[src/rtl/uart_rx.sv]
`default_nettype none
// ============================================================================
//  Module      : uart_rx
//  Description : UART receiver. Frame = start bit (0), DATA_WIDTH data bits
//                LSB first, optional parity bit, one stop bit (1).
//                RXD is brought into the clk domain through a 2-flop
//                synchroniser, the start bit is validated at mid-bit and each
//                following bit is sampled at its centre. The received word is
//                presented with a one-cycle rx_done strobe and error flags.
//  Revision    : 1.0 - initial release
// ----------------------------------------------------------------------------
//  Parameters
//    CLK_FREQ   : system clock frequency in Hz
//    BAUD_RATE  : line bit rate
//    PARITY     : "NONE", "ODD" or "EVEN" (anything else behaves as "NONE")
//    DATA_WIDTH : data bits per frame
//  Ports
//    clk        : in  system clock, rising edge
//    srst       : in  synchronous active-high reset
//    RXD        : in  serial line, asynchronous to clk, idle high
//    rx_data    : out last received word, held until next rx_done
//    rx_done    : out one-cycle pulse, frame complete
//    parity_err : out parity mismatch of last frame (0 when PARITY="NONE")
//    frame_err  : out stop bit sampled 0 in last frame
//    rx_busy    : out high whenever the receiver is not idle
//  Build option
//    UART_RX_MAJORITY_EN : when defined, every bit decision is a 2-of-3 vote
//                          of rxd_s at target-1, target and target+1 (decided
//                          at target+1). Needs CLK_FREQ/BAUD_RATE-1 >= 4.
// ============================================================================
module uart_rx #(
    parameter int    CLK_FREQ   = 50_000_000,
    parameter int    BAUD_RATE  = 9600,
    parameter string PARITY     = "NONE",
    parameter int    DATA_WIDTH = 8
) (
    input  logic                  clk,
    input  logic                  srst,
    input  logic                  RXD,
    output logic [DATA_WIDTH-1:0] rx_data,
    output logic                  rx_done,
    output logic                  parity_err,
    output logic                  frame_err,
    output logic                  rx_busy
);

    // ------------------------------------------------------------------------
    // Timing constants
    // ------------------------------------------------------------------------
    localparam int c_BIT_CNT  = CLK_FREQ / BAUD_RATE - 1;
    localparam int c_HALF_CNT = c_BIT_CNT / 2;

`ifdef UART_RX_MAJORITY_EN
    // Decisions are taken one count late; reloading the counter with 1
    // instead of 0 keeps the bit period at exactly c_BIT_CNT+1 clocks.
    localparam int c_OFFSET = 1;
`else
    localparam int c_OFFSET = 0;
`endif

    localparam int c_CNT_MAX = c_BIT_CNT + c_OFFSET;
    localparam int c_CNT_W   = (c_CNT_MAX < 2) ? 1 : $clog2(c_CNT_MAX + 1);
    localparam int c_BC_W    = (DATA_WIDTH < 2) ? 1 : $clog2(DATA_WIDTH + 1);

    localparam logic [c_CNT_W-1:0] c_BIT_TGT  = c_CNT_W'(c_BIT_CNT + c_OFFSET);
    localparam logic [c_CNT_W-1:0] c_HALF_TGT = c_CNT_W'(c_HALF_CNT + c_OFFSET);
    localparam logic [c_CNT_W-1:0] c_RELOAD   = c_CNT_W'(c_OFFSET);
    localparam logic [c_BC_W-1:0]  c_LAST_BIT = c_BC_W'(DATA_WIDTH - 1);

    localparam bit c_PAR_ODD = (PARITY == "ODD");
    localparam bit c_PAR_EN  = (PARITY == "ODD") || (PARITY == "EVEN");

    // ------------------------------------------------------------------------
    // State encoding
    // ------------------------------------------------------------------------
    localparam logic [2:0] c_S_IDLE  = 3'd0;
    localparam logic [2:0] c_S_START = 3'd1;
    localparam logic [2:0] c_S_DATA  = 3'd2;
    localparam logic [2:0] c_S_PARI  = 3'd3;
    localparam logic [2:0] c_S_STOP  = 3'd4;
    localparam logic [2:0] c_S_DONE  = 3'd5;

    // ------------------------------------------------------------------------
    // Registers and wires
    // ------------------------------------------------------------------------
    logic [2:0]            r_state;
    logic                  r_sync1;
    logic                  r_sync2;      // rxd_s
    logic                  r_prev;       // rxd_s one cycle earlier
    logic [c_CNT_W-1:0]    r_cnt;
    logic [c_BC_W-1:0]     r_bit_cnt;
    logic [DATA_WIDTH-1:0] r_data;
    logic                  r_par_err_nx;
    logic                  r_frm_err_nx;

    logic                  w_fall;
    logic                  w_sample;
    logic                  w_hit;
    logic [DATA_WIDTH:0]   w_shift;

    assign w_fall  = r_prev & ~r_sync2;
    assign w_shift = {w_sample, r_data};
    assign rx_busy = (r_state != c_S_IDLE);

    // Bit-centre reached for the current state.
    assign w_hit = (r_state == c_S_START) ? (r_cnt == c_HALF_TGT)
                                          : (r_cnt == c_BIT_TGT);

`ifdef UART_RX_MAJORITY_EN
    // r_hist[0] holds rxd_s at target, r_hist[1] at target-1 when the
    // decision is taken at target+1.
    logic [1:0] r_hist;

    always_ff @(posedge clk) begin
        if (srst) begin
            r_hist <= 2'b11;
        end else begin
            r_hist <= {r_hist[0], r_sync2};
        end
    end

    assign w_sample = (r_sync2 & r_hist[0]) | (r_sync2 & r_hist[1]) |
                      (r_hist[0] & r_hist[1]);
`else
    assign w_sample = r_sync2;
`endif

    // ------------------------------------------------------------------------
    // Receiver state machine, synchroniser and registered outputs
    // ------------------------------------------------------------------------
    always_ff @(posedge clk) begin
        if (srst) begin
            r_state      <= c_S_IDLE;
            r_sync1      <= 1'b1;
            r_sync2      <= 1'b1;
            r_prev       <= 1'b1;
            r_cnt        <= '0;
            r_bit_cnt    <= '0;
            r_data       <= '0;
            r_par_err_nx <= 1'b0;
            r_frm_err_nx <= 1'b0;
            rx_data      <= '0;
            rx_done      <= 1'b0;
            parity_err   <= 1'b0;
            frame_err    <= 1'b0;
        end else begin
            r_sync1 <= RXD;
            r_sync2 <= r_sync1;
            r_prev  <= r_sync2;
            rx_done <= 1'b0;

            case (r_state)
                c_S_IDLE: begin
                    r_cnt     <= '0;
                    r_bit_cnt <= '0;
                    if (w_fall) begin
                        r_state <= c_S_START;
                    end
                end

                c_S_START: begin
                    if (w_hit) begin
                        if (!w_sample) begin
                            r_state <= c_S_DATA;
                            r_cnt   <= c_RELOAD;
                        end else begin
                            // Line back high at mid start bit: a glitch.
                            r_state <= c_S_IDLE;
                            r_cnt   <= '0;
                        end
                    end else begin
                        r_cnt <= r_cnt + 1'b1;
                    end
                end

                c_S_DATA: begin
                    if (w_hit) begin
                        r_data <= w_shift[DATA_WIDTH:1];
                        r_cnt  <= c_RELOAD;
                        if (r_bit_cnt == c_LAST_BIT) begin
                            r_bit_cnt <= '0;
                            r_state   <= c_PAR_EN ? c_S_PARI : c_S_STOP;
                        end else begin
                            r_bit_cnt <= r_bit_cnt + 1'b1;
                        end
                    end else begin
                        r_cnt <= r_cnt + 1'b1;
                    end
                end

                c_S_PARI: begin
                    if (w_hit) begin
                        // Even: sample must equal XOR(data); odd: its inverse.
                        r_par_err_nx <= w_sample ^ (^r_data) ^ c_PAR_ODD;
                        r_cnt        <= c_RELOAD;
                        r_state      <= c_S_STOP;
                    end else begin
                        r_cnt <= r_cnt + 1'b1;
                    end
                end

                c_S_STOP: begin
                    if (w_hit) begin
                        r_frm_err_nx <= ~w_sample;
                        r_cnt        <= '0;
                        r_state      <= c_S_DONE;
                    end else begin
                        r_cnt <= r_cnt + 1'b1;
                    end
                end

                c_S_DONE: begin
                    rx_data    <= r_data;
                    parity_err <= r_par_err_nx;
                    frame_err  <= r_frm_err_nx;
                    rx_done    <= 1'b1;
                    r_state    <= c_S_IDLE;
                end

                default: begin
                    r_state <= c_S_IDLE;
                    r_cnt   <= '0;
                end
            endcase
        end
    end

endmodule
`default_nettype wire

[config.mk]
export PLATFORM = sky130hd
export DESIGN_NAME = uart_rx
export DESIGN_NICKNAME = d
export VERILOG_FILES = /design/src/rtl/uart_rx.sv
export SDC_FILE = /design/constraint.sdc
export NUM_CORES = 1
export LEC_CHECK = 0
export ABC_CLOCK_PERIOD_IN_PS = 2200
export BUFFER_PORTS_ARGS = -buffer_cell sky130_fd_sc_hd__buf_2
export CORE_MARGIN = 3
export CORE_UTILIZATION = 59
export DETAILED_ROUTE_END_ITERATION = 16
export PLACE_DENSITY_LB_ADDON = 0.05
export SYNTH_ARGS = -nofsm -noshare
export SYNTH_HDL_FRONTEND = slang
export SYNTH_SLANG_ARGS = --single-unit
[constraint.sdc]
create_clock -name clk -period 2.2 [get_ports clk]
set_input_delay 0 -clock clk [delete_from_list [all_inputs] [get_ports clk]]
set_output_delay 0 -clock clk [all_outputs]
set_load 0.02 [all_outputs]
==> flow_metrics.py, run 1 <==
metrics = {
    "cells_and_area": {
        "drive_gt1_share_pct": 15.7,
        "diodes": 0,
        "final_nets": 260,
        "fin_area_mm2": 0.00230,
        "syn_to_final_growth_pct": 10.1,
        "fin_util_pct": 71.7,
    },
    "yosys": {
        "synthCells": 241,
        "ys_seq_area_share_pct": 42.2,
        "synth_area_mm2": 0.00209,
        "synth_xor_area_share_pct": 8.21,
        "synth_top_area_share_pct": 42.2,
        "yosysWarnings": 0,
        "synthAdderAreaFrac_pct": 1.20,
        "synth-edff-count": 0,
        "synth_top_family_by_area": "simple AND/OR/NAND/NOR gates",
        "yosys.cell_count.top_type": "dfxtp_1",
        "synthMuxAreaShare_pct": 5.76,
        "synth-simple-area-share_pct": 29.1,
        "synth_top_cell_by_area": "dfxtp_1",
        "synth_compound_area_share_pct": 9.35,
        "synth-seq-cells": 44,
        "synthArstFlopShare_pct": 0,
        "syn_avg_cell_area_um2": 8.66,
        "ys.flop_type": "dfxtp_1",
        "synth_common_cells": "dfxtp_1, nor2_1, nand2_1, a21oi_1, xnor2_1",
        "synthTopCellsByArea": "dfxtp_1, nor2_1, nand2_1, mux2i_1, xnor2_1",
        "synth_nets": 246,
        "ys_types": 45,
    },
    "placement": {
        "dpl_cell_area_mm2": 0.00219,
        "place.port_buffers": 14,
        "place.gp.congestion": 0.826,
        "dp_hpwl_um": 2820,
    },
    "worst_setup_path": {
        "worst_ep_arrival_time_ns": 2.16,
        "path_max_fanout": 12,
        "cp-end-kind": "flip-flop",
        "startpoint_type": "flip-flop",
        "reg2reg_setup_slack_ns": 0.28,
        "crit_type": "reg -> reg",
        "required_ns": 2.44,
    },
    "detailed_routing": {
        "first_pass_iters": 4,
        "drc": 0,
        "vias": 1692,
        "viasPerCell": 5.66,
        "wl_per_cell_um": 13.8,
        "ant_nets": 0,
        "dr.first_iter.drc_count": 100,
        "routed_wl_um": 4130,
    },
    "sta": {
        "final_max_slew_viol_count": 0,
        "hold_viol_final": 0,
        "setup_viol": 0,
        "setup_tns_ns": 0,
        "worst_pin_slew_ns": 0.599,
        "relSlewSlack_pct": 60.1,
        "clock-skew-final_ns": 0.00487,
        "fin_crit_ns": 1.92,
        "holdWs_ns": 0.121,
        "fin_crit_sh_pct": 87.2,
        "max_freq_ghz": 0.521,
        "rsz0062_at_grt": "false",
    },
    "pwr": {
        "power_density_mw_per_mm2": 630,
        "vdd_drop_max_mv": 0.468,
        "power.share.switching_pct": 19.7,
        "internal_power_w": 0.00116,
        "clockPowerShare_pct": 41.8,
        "combPwrFrac_pct": 2.7,
        "p_leak_nw": 0.887,
        "seq_power_share_pct": 55.5,
        "p_switching_w": 0.000285,
    },
    "floorplanning": {
        "initial_core_util_pct": 65.2,
        "die-area_mm2": 0.00429,
        "rows": 20,
        "core_mm2": 0.00320,
        "die_x_um": 65.5,
        "ioPinCount": 15,
        "die_h_um": 65.5,
    },
    "clock_network": {
        "clockBufferDepth": 2,
        "cts_setup_buffers": 0,
        "cts_made_buffers": 5,
        "cts-root-buf": "clkbuf_4",
        "insertion_delay_ns": 0.36,
        "ctsResizeCount": 0,
        "cts_tree": "built",
        "cts_htree_levels": 2,
        "clkSinkCount": 44,
        "hold_buffers": 1,
        "clk_pin_slew_ns": 0.12,
    },
    "global_route": {
        "grt_max_degree": 35,
        "grt_pass1_wl_um": 7350,
        "grt_use_total_pct": 21.8,
        "first_global_vias": 1634,
        "grt_overflow": 0,
        "antenna_found_initial": 0,
    },
    "run_status": {
        "status": "complete, no violations",
    },
    "min_path": {
        "hp-class": "in -> reg",
    },
    "run": {
        "cap_violations": 0,
    },
}
placed cells by master, fill, tap and decap left out, drive strengths merged, types with 5 or more instances in the layout:
master	n
clkbuf	5
dfxtp	44
xor2	7
nor2	35
mux2i	9
buf	20
inv	5
a31oi	5
a21oi	17
o21ai	6
nand2	34
nand3	7
xnor2	10
or2	5
final timing paths:
kind,from,to,cells past startpoint
min reg2reg,r_sync1,r_sync2,1
max reg2reg,r_cnt[0],r_cnt[2],6
max,r_cnt[0],r_cnt[2],6
min,srst,r_state[0],2
logic make-up (layout without fill, tap and decap cells):
| kind of cell | Yosys count | count (layout) |
|---|---|---|
| compound gates | 33 | 33 |
| flops | 44 | 44 |
| mux | 11 | 11 |
| fa+ha+maj | 2 | 2 |
| simple gates | 114 | 114 |
| buf+inv | 19 | 33 |
| xor+xnor | 18 | 18 |
flip-flops by register name (all words and copies together) (netlist names):
| signal | flops |
|---|---|
| r_bit_cnt | 4 |
| rx_data | 8 |
| frame_err | 1 |
| r_state | 3 |
| r_frm_err_nx | 1 |
| r_prev | 1 |
| r_sync1 | 1 |
| r_sync2 | 1 |
| r_data | 8 |
| r_cnt | 13 |
| parity_err | 1 |
| r_par_err_nx | 1 |
| rx_done | 1 |
per-layer routing:
layer  wire length [um]  up-vias  global-route usage (%)
li1                   -      855                       -
met1               1910      791                    28.1
met5                  0        -                       0
met3                169       10                    4.10
met2               1970       36                    36.0
met4                 80        0                    8.29
final cells by class:
| cell class | count | area, um^2 |
|---|---|---|
| Clock inverter | 2 | 60.1 |
| Inverter | 5 | 18.8 |
| Fill cell | 270 | 906 |
| Timing Repair Buffer | 21 | 125 |
| Clock buffer | 5 | 37.5 |
| Tap cell | 44 | 55.1 |
| Multi-Input combinational cell | 178 | 1120 |
| Sequential cell | 44 | 881 |
power groups by stage:
stage	combinational (W)	clock, W	sequential [W]
after floorplan	0.0000309	0	0.000820
after global placement	0.0000374	0	0.000821
after detailed placement	0.0000380	0	0.000821
after CTS	0.0000394	0.000617	0.000803
after global routing	0.0000444	0.000641	0.000804
final	0.0000395	0.000605	0.000803
worst max-delay path: stages, from the launching register on:
cell,delay (ns)
dfxtp_1,0.41
ha_1,0.25
nand4bb_1,0.20
nor3_4,0.31
a21oi_1,0.09
o21bai_2,0.45
nor2_1,0.10
metrics by stage:
| stage | total power (W) | setup WS, ns | std cells |
|---|---|---|---|
| 6_report | 0.00145 | 0.282 | 299 |
| 3_3_place_gp | 0.000858 | 0.378 | 291 |
| 2_1_floorplan | 0.000851 | 0.427 | 241 |
| 5_1_grt | 0.00149 | 0.0627 | 299 |
| 4_1_cts | 0.00146 | 0.276 | 299 |
| 3_5_place_dp | 0.000859 | 0.298 | 291 |
(Power assumes the default switching activity.)
==> inputs of run 2 (changes only) <==
==> constraint.sdc (replaced) <==
create_clock -name clk -period 2.2 [get_ports clk]
set_input_delay 0.22 -clock clk [delete_from_list [all_inputs] [get_ports clk]]
set_output_delay 0.22 -clock clk [all_outputs]
set_load 0.02 [all_outputs]
==> flow_metrics.py, run 2 (same netlist as run 1, synthesis figures left out) <==
metrics = {
    "floorplanning": {
        "initial_core_util_pct": 65.2,
        "die_x_um": 65.5,
        "rows": 20,
        "ioPinCount": 15,
        "die-area_mm2": 0.00429,
        "core_mm2": 0.00320,
        "die_h_um": 65.5,
    },
    "worst_setup_path": {
        "crit_slowest_cell": "o21bai_2",
        "path_max_fanout": 12,
        "worst_ep_arrival_time_ns": 2.16,
        "crit_type": "reg -> reg",
        "cp-end-kind": "flip-flop",
        "cp_cell_sequence": "ha_1, nand4bb_1, nor3_4, a21oi_1, o21bai_2, nor2_1",
        "path_buf_inv": 0,
        "cp_top_family": "simple AND/OR/NAND/NOR gates",
        "required_ns": 2.44,
        "startpoint_type": "flip-flop",
        "slowest_delay_ns": 0.45,
    },
    "pwr": {
        "vdd_drop_max_mv": 0.467,
        "power_density_mw_per_mm2": 633,
        "finalPower_w": 0.00145,
        "p_leak_nw": 0.883,
    },
    "detailed_routing": {
        "routed_wl_um": 4130,
        "viasPerCell": 5.72,
        "wl_per_cell_um": 13.9,
        "drc": 0,
        "first_pass_iters": 4,
        "dr.first_iter.drc_count": 98,
        "vias": 1705,
        "ant_nets": 0,
    },
    "cells_and_area": {
        "final_cell_mix": "dfxtp_1, nor2_1, nand2_1",
        "n_fill_cell": 271,
        "largest_reg_flops": 13,
        "layout.area.seq_um2": 881,
        "multiInputGateArea_mm2": 0.00112,
        "drive_gt1_share_pct": 15.7,
        "top_register": "r_cnt",
        "final_common_cell": "dfxtp_1",
        "final_nets": 259,
        "diodes": 0,
        "syn_to_final_growth_pct": 9.59,
        "top_regs": "r_cnt (13), r_data (8), rx_data (8)",
    },
    "sta": {
        "hold_viol_final": 0,
        "relSlewSlack_pct": 60.1,
        "setup_viol": 0,
        "rsz0062_at_grt": "false",
        "clock-skew-final_ns": 0.00506,
        "final_max_slew_viol_count": 0,
        "fin_crit_ns": 1.92,
        "fin_crit_sh_pct": 87.3,
        "setup_tns_ns": 0,
        "max_freq_ghz": 0.521,
        "worst_pin_slew_ns": 0.599,
    },
    "placement": {
        "place.gp.congestion": 0.826,
        "place.port_buffers": 14,
        "dp_hpwl_um": 2820,
    },
    "run_status": {
        "status": "complete, no violations",
    },
    "clock_network": {
        "cts_tree": "built",
        "cts-root-buf": "clkbuf_4",
        "cts_setup_buffers": 0,
        "clk_pin_slew_ns": 0.12,
        "clkSinkCount": 44,
        "insertion_delay_ns": 0.36,
        "cts_htree_levels": 2,
        "ctsResizeCount": 0,
        "clockBufferDepth": 2,
        "hold_buffers": 0,
        "cts_made_buffers": 5,
    },
    "global_route": {
        "grt_pass1_wl_um": 7310,
        "grt_use_total_pct": 21.7,
        "grt_max_degree": 35,
        "first_global_vias": 1624,
        "grt_overflow": 0,
        "antenna_found_initial": 0,
    },
    "run": {
        "cap_violations": 0,
    },
    "min_path": {
        "hp-class": "in -> reg",
    },
}
-- run 2: changes by cell type in the layout (fill, tap and decap cells not counted), sizes merged --
| cell | previous run | this run |
|---|---|---|
| dlygate4sd3 | 1 | 0 |
-- run 2: worst paths after layout --
path	start	end	slack, ns	cells after the start
worst min register to register	r_sync1	r_sync2	0.44	1
worst max-delay path	r_cnt[0]	r_cnt[2]	0.28	6
worst min-delay path	RXD	r_sync1	0.05	2
worst max register to register	r_cnt[0]	r_cnt[2]	0.28	6
-- run 2: worst register-to-register path, stage by stage, from the launching register on --
cell	delay, ns
dfxtp_1	0.40
ha_1	0.25
nand4bb_1	0.20
nor3_4	0.31
a21oi_1	0.09
o21bai_2	0.45
nor2_1	0.10
-- run 2: through the flow --
stage / cells / utilization [%] / cell area (um^2) / setup WS [ns] / hold slack (ns)
final: 298 / 71.4 / 2290 / 0.279 / 0.0486
after global routing: 298 / 71.4 / 2290 / 0.0627 / 0.0545
after CTS: 298 / 71.4 / 2290 / 0.276 / 0.0427
after detailed placement: 291 / 68.4 / 2190 / 0.298 / 0.417
after global placement: 291 / 68.4 / 2190 / 0.378 / 0.390
after floorplan: 241 / - / 2090 / 0.427 / 0.324
-- run 2: metal layers --
metal | wire (um) | global-route usage [%] | share of wire (%) | vias up
met5 | 0 | 0 | 0 | -
li1 | - | - | - | 853
met2 | 1950 | 35.8 | 47 | 47
met4 | 83 | 8.29 | 2.0 | 0
met1 | 1900 | 28.0 | 46 | 793
met3 | 198 | 4.10 | 4.8 | 12
-- run 2: where the power goes --
group	internal (W)	total [W]	leakage, nW	switching (W)
Clock	0.000348	0.000606	0.0513	0.000258
Combinational	0.0000139	0.0000384	0.476	0.0000245
Sequential	0.000800	0.000803	0.355	0.00000283
Total	0.00116	0.00145	0.883	0.000286
-- run 2: area by class of cell --
class / count / share of cell area, %
clock buffer: 5 / 1.64
inverter: 5 / 0.821
timing repair buffer: 20 / 5.03
multi-input combinational: 178 / 49.0
tap: 44 / 2.41
sequential: 44 / 38.5
clock inverter: 2 / 2.63
